--- src/rtl/dvi_link_pkg.sv ---
// dvi_link_pkg: shared state encoding for the DVI link power-up/fault sequencer.
`default_nettype none

package dvi_link_pkg;

  localparam int STATE_W = 3;

  typedef enum logic [STATE_W-1:0] {
    WAIT_LOCK  = 3'd0,
    STABLE     = 3'd1,
    SER_SETTLE = 3'd2,
    RUN        = 3'd3,
    FAULT      = 3'd4
  } dvi_link_state_t;

endpackage

`default_nettype wire

--- src/rtl/lock_sync.sv ---
// lock_sync: SYNC_STAGES-deep synchronizer for a 2-bit vector of asynchronous lock inputs.
`default_nettype none

module lock_sync #(
  parameter int SYNC_STAGES = 2
) (
  input  logic       clock_i,
  input  logic       reset_i,
  input  logic [1:0] lock_i,
  output logic [1:0] lock_o
);

  logic [SYNC_STAGES-1:0][1:0] stage_q;

  always_ff @(posedge clock_i or posedge reset_i) begin
    if (reset_i) begin
      stage_q <= '0;
    end else begin
      stage_q <= {stage_q[SYNC_STAGES-2:0], lock_i};
    end
  end

  assign lock_o = stage_q[SYNC_STAGES-1];

endmodule

`default_nettype wire

--- src/rtl/dvi_link_sequencer.sv ---
// dvi_link_sequencer: waits for both PLL locks, releases the OSER10 reset, then the video
// reset after a settle interval; re-sequences through a timed FAULT hold on lock loss or restart.
`default_nettype none

module dvi_link_sequencer
  import dvi_link_pkg::*;
#(
  parameter int LOCK_STABLE_CYCLES = 1024,
  parameter int SER_SETTLE_CYCLES  = 16,
  parameter int FAULT_HOLD_CYCLES  = 256,
  parameter int SYNC_STAGES        = 2,
  parameter int FAULT_COUNT_WIDTH  = 8
) (
  input  logic                         clock,
  input  logic                         reset,
  input  logic                         pll_lock,
  input  logic                         pll_lock_ser,
  input  logic                         restart,
  output logic                         reset_ser,
  output logic                         reset_video,
  output logic                         link_up,
  output logic [STATE_W-1:0]           state_code,
  output logic [FAULT_COUNT_WIDTH-1:0] fault_count
);

  localparam int MAX_A   = (LOCK_STABLE_CYCLES > SER_SETTLE_CYCLES) ? LOCK_STABLE_CYCLES
                                                                      : SER_SETTLE_CYCLES;
  localparam int MAX_CYC = (MAX_A > FAULT_HOLD_CYCLES) ? MAX_A : FAULT_HOLD_CYCLES;
  localparam int CNT_W   = $clog2(MAX_CYC) + 1;

  localparam logic [CNT_W-1:0] STABLE_LAST = CNT_W'(LOCK_STABLE_CYCLES - 1);
  localparam logic [CNT_W-1:0] SETTLE_LAST = CNT_W'(SER_SETTLE_CYCLES - 1);
  localparam logic [CNT_W-1:0] FAULT_LAST  = CNT_W'(FAULT_HOLD_CYCLES - 1);

  logic [1:0]                   lock_sync_w;
  logic                         locked;
  dvi_link_state_t              state_q, state_d;
  logic [CNT_W-1:0]             cnt_q, cnt_d;
  logic [FAULT_COUNT_WIDTH-1:0] fcnt_q, fcnt_d;
  logic                         reset_ser_q, reset_video_q, link_up_q;

  lock_sync #(
    .SYNC_STAGES (SYNC_STAGES)
  ) u_lock_sync (
    .clock_i (clock),
    .reset_i (reset),
    .lock_i  ({pll_lock_ser, pll_lock}),
    .lock_o  (lock_sync_w)
  );

  assign locked = &lock_sync_w;

  always_comb begin
    state_d = state_q;
    cnt_d   = cnt_q + CNT_W'(1);
    fcnt_d  = fcnt_q;
    case (state_q)
      WAIT_LOCK: begin
        cnt_d = '0;
        if (restart)     state_d = FAULT;
        else if (locked) state_d = STABLE;
      end
      STABLE: begin
        // Any dropout here restarts the stability window without counting as a fault.
        if (restart) begin
          state_d = FAULT;
          cnt_d   = '0;
        end else if (!locked) begin
          state_d = WAIT_LOCK;
          cnt_d   = '0;
        end else if (cnt_q == STABLE_LAST) begin
          state_d = SER_SETTLE;
          cnt_d   = '0;
        end
      end
      SER_SETTLE, RUN: begin
        // Lock loss wins over a simultaneous restart so the fault is still counted.
        if (!locked || restart) begin
          state_d = FAULT;
          cnt_d   = '0;
          if (!locked && (fcnt_q != '1)) fcnt_d = fcnt_q + FAULT_COUNT_WIDTH'(1);
        end else if (state_q == SER_SETTLE && cnt_q == SETTLE_LAST) begin
          state_d = RUN;
          cnt_d   = '0;
        end else if (state_q == RUN) begin
          cnt_d = '0;
        end
      end
      FAULT: begin
        if (cnt_q == FAULT_LAST) begin
          state_d = WAIT_LOCK;
          cnt_d   = '0;
        end
      end
      default: begin
        state_d = WAIT_LOCK;
        cnt_d   = '0;
      end
    endcase
  end

  always_ff @(posedge clock or posedge reset) begin
    if (reset) begin
      state_q       <= WAIT_LOCK;
      cnt_q         <= '0;
      fcnt_q        <= '0;
      reset_ser_q   <= 1'b1;
      reset_video_q <= 1'b1;
      link_up_q     <= 1'b0;
    end else begin
      state_q       <= state_d;
      cnt_q         <= cnt_d;
      fcnt_q        <= fcnt_d;
      reset_ser_q   <= !((state_d == SER_SETTLE) || (state_d == RUN));
      reset_video_q <= (state_d != RUN);
      link_up_q     <= (state_d == RUN);
    end
  end

  assign reset_ser   = reset_ser_q;
  assign reset_video = reset_video_q;
  assign link_up     = link_up_q;
  assign state_code  = state_q;
  assign fault_count = fcnt_q;

endmodule

`default_nettype wire

--- config.mk ---
export PLATFORM = sky130hd
export DESIGN_NAME = dvi_link_sequencer
export DESIGN_NICKNAME = d
export VERILOG_FILES = /design/src/rtl/dvi_link_pkg.sv /design/src/rtl/lock_sync.sv /design/src/rtl/dvi_link_sequencer.sv
export SDC_FILE = /design/constraint.sdc
export NUM_CORES = 1
export LEC_CHECK = 0
export BUFFER_PORTS_ARGS = -buffer_cell sky130_fd_sc_hd__buf_4
export CAP_MARGIN = 0
export CORE_MARGIN = 2
export CORE_UTILIZATION = 48
export CTS_BUF_LIST = sky130_fd_sc_hd__clkbuf_4 sky130_fd_sc_hd__clkbuf_8 sky130_fd_sc_hd__clkbuf_16
export DETAILED_ROUTE_END_ITERATION = 6
export PLACE_DENSITY = 0.74
export SYNTH_ARGS = -nofsm -noshare
export SYNTH_HDL_FRONTEND = slang
export SYNTH_SLANG_ARGS = --single-unit
--- constraint.sdc ---
create_clock -name clock -period 3.7 [get_ports clock]
set_input_delay 0.74 -clock clock [delete_from_list [all_inputs] [get_ports clock]]
set_output_delay 0.74 -clock clock [all_outputs]
set_load 0.05 [all_outputs]
==> results by group <==
Setup path
  • Critical path arrival: 2.31 ns
  • CP Capture Type: flip-flop
  • R2R Setup Slk: 1.58 ns
  • CP max FO: 10
  • CP Launch Type: flip-flop
  • Crit path required time: between 3 and 4 ns
  • Crit Path Category: reg -> reg

Placed design
  • I/O Buffers: 18
  • Placed Area: 1451 um2
  • Post-DP HPWL: 1.577 mm
  • Final Wtd Congestion: 0.7172

Clock tree
  • Post-CTS sizing: 0
  • Num CTS Buffers: 5
  • CTS tree: yes
  • H-tree Lvls: 2
  • Clock Path Buffers: 2
  • # clock sinks: 29
  • Clk Latency, worst-skew pair: approximately 0.32 ns
  • Clk slew on worst S/H paths: approximately 0.08 ns
  • Clk root buf: clkbuf_4
  • Hold buffers post-CTS: 0
  • Setup Fix Bufs, Post-CTS: 0

Route
  • First-pass detailed-route iteration total: 4
  • Initial drt markers: 13
  • DRT Wirelength: roughly 2.2 mm
  • Vias per cell: 5.382
  • ANT nets after route: 0
  • DRC viols: 0
  • Routed vias: 888
  • Wire per inst: between 10 and 15 um

Timing
  • Fin Clk Skew: around 0.0091 ns
  • RSZ-0062 raised after global routing: no
  • Min Tclk post-route: 2.123 ns
  • Max frequency: 0.4710 GHz
  • Worst Max-Slew Pin Slew: between 1 and 1.5 ns
  • WHS: 0.3582 ns
  • Setup_tns: 0 ns
  • Final Hold Vio Count: 0
  • Pins Over Slew Limit: 0
  • Setup violators final: 0
  • Slew headroom: 31.02%
  • Tcrit/Tclk final: 57.38%

Final layout
  • Share of layout cells above drive strength 1: 25.93%
  • Seq. cell area: 728.2 um2
  • # fillers: 214
  • Final Util: approximately three fifths
  • Multi-input logic area: roughly 540 um2
  • Area Growth Syn to Fin: 17.81%
  • Final nets: 141
  • Number of inserted diodes: 0
  • Final Instance Area: about 1500 um2

Logic synthesis
  • Gate Count Post-Synth: 109
  • Post-synth top area share: 52.84%
  • Post-synthesis mux area share: 0.8806%
  • Synth Flop Type: dfrtp_1
  • FF+latch count, synth: 29
  • Ys async rst share: 100.0%
  • Syn Nets: 116
  • Synth Area in Compound Gates: 8.121%
  • Xor/xnor cell area share of the yosys netlist: 10.96%
  • Number of flops mapped to enable cells by yosys: 0
  • Largest family of logic cells by synthesized area: simple AND/OR/NAND/NOR gates
  • Area contributors post-synth: dfrtp_1 53%, xnor2_1 7.5%, dfstp_2 4.1%
  • Adder-cell area share of the yosys netlist: about 2%
  • Simple logic cell fraction of the synthesized area: 20.55%
  • Seq/Total Area, Yosys: 56.95%
  • Synth unique cells: 32
  • YS warnings: 0
  • Syn Area/Cell: between 10 and 15 um2
  • Cell Area, Synth: 1279 um2
  • Leading area contributor after synthesis: dfrtp_1

Floorplanning
  • Die height: between 50 and 60 um
  • Chip Width: 55.62 um
  • Core footprint: 2500 um2
  • Starting Density: 51.15%
  • IO Count: 19
  • Die footprint: just over 3000 um2
  • Row cnt: 18

Global route
  • Global-route wire length before repair: 3.760 mm
  • Largest net degree at the start of global routing: 30
  • Gr usage total: 15.51%
  • Global route overflow: 0
  • Initial antenna violation count: 0
  • Vias in the first global route: 872

Power
  • Total Power: between 500 and 600 uW
  • Peak VDD IR: 0.3008 mV
  • Pwr per Cell Area: 338.7 nW/um2
  • P_leak: 0.6830 nW

Min path
  • Hold WC Path Type: reg -> reg

Flow run
  • Max_cap viols: 0

Outcome
  • Outcome: finished, final reports clean
[final cells by class]
cell class	count	share of cell area (%)
multi-input cells	78	36.05
inverters	2	0.4983
well taps	30	2.492
flip-flops and latches	29	48.34
repair buffers	18	8.970
clock inverters	2	0.6645
clock buffers	6	2.990
[critical path: stages (launching register included)]
cell      delay (ns)
dfrtp_1         0.43
or4_1           0.56
or3_4           0.42
a221oi_4        0.48
nor2_1          0.11
[power by group]
| part | total [mW] | internal, mW | leakage (nW) | switching (mW) |
|---|---|---|---|---|
| Clock | 0.181 | 0.0795 | 0.0354 | 0.102 |
| Sequential | 0.320 | 0.319 | 0.369 | 0.000923 |
| Combinational | 0.00927 | 0.00292 | 0.278 | 0.00635 |
| Total | 0.510 | 0.401 | 0.683 | 0.109 |
[through the flow]
step                worst slack, ns  instances
finish                        1.577        165
global placement              1.602        157
CTS                           1.547        165
floorplan                     1.727        109
global route                  1.434        165
detailed placement            1.555        157
[final timing paths]
kind	start	end	cells after the start
setup / recovery	cnt_q[4]	cnt_q[3]	4
hold / removal	u_lock_sync.stage_q[1]	u_lock_sync.lock_o[1]	0
setup reg to reg	cnt_q[4]	cnt_q[3]	4
hold reg to reg	u_lock_sync.stage_q[1]	u_lock_sync.lock_o[1]	0
max in group asynchronous	reset	fault_count[7]	2
min in group asynchronous	reset	fault_count[6]	2
[routing by layer]
layer  global-route usage (%)  vias up  share of wire, %
met5                        0        -                 0
met4                    6.272        0               1.9
met3                    6.744        5               6.2
met2                    24.32       19                47
met1                    18.72      428                45
li1                         -      436                 -
[Yosys cell counts (3+ instances only)]
library cell  count
xnor2_1          11
nor2_1           13
dfrtp_1          27
nand4_1           3
and3_1            3
xor2_1            5
nand2_1           4
nor2b_1           3
nand3_1           7
a21oi_1           3
nor3_1            3
[state kept, by name (all words and copies together), names as in the netlist]
name,count
reset_video,1
reset_ser,1
fault_count,8
cnt_q,11
state_code,3
u_lock_sync.lock_o,2
u_lock_sync.stage_q,2
link_up,1
[cells in the final DEF (no fill, tap or decap), drive strengths merged]
cell and n:
and2 1, a21bo 1, nand2 4, nor3b 2, o311a 1, a221oi 1, or2 2, a211oi 2
nand3 7, and3 3, a41o 1, buf 18, dfrtp 27, dfstp 2, nor2b 3, clkbuf 6
clkinv 2, nand4bb 1, xnor2 11, inv 2, nand4 3, mux2 1, nand2b 1, o31ai 1
or3 2, ha 2, or4 2, and4 1, o21ai 1, xor2 5, nor2 13, nor3 3
a21oi 3
[cells by family after synthesis]
kind of cell / Yosys count
flip-flops: 29
XOR/XNOR: 16
multiplexers: 1
buffers and inverters: 2
AO/OA/AOI/OAI: 11
adder cells (fa/ha/maj): 2
AND/OR/NAND/NOR: 48
Note: power is estimated with default switching activity, not from simulation.
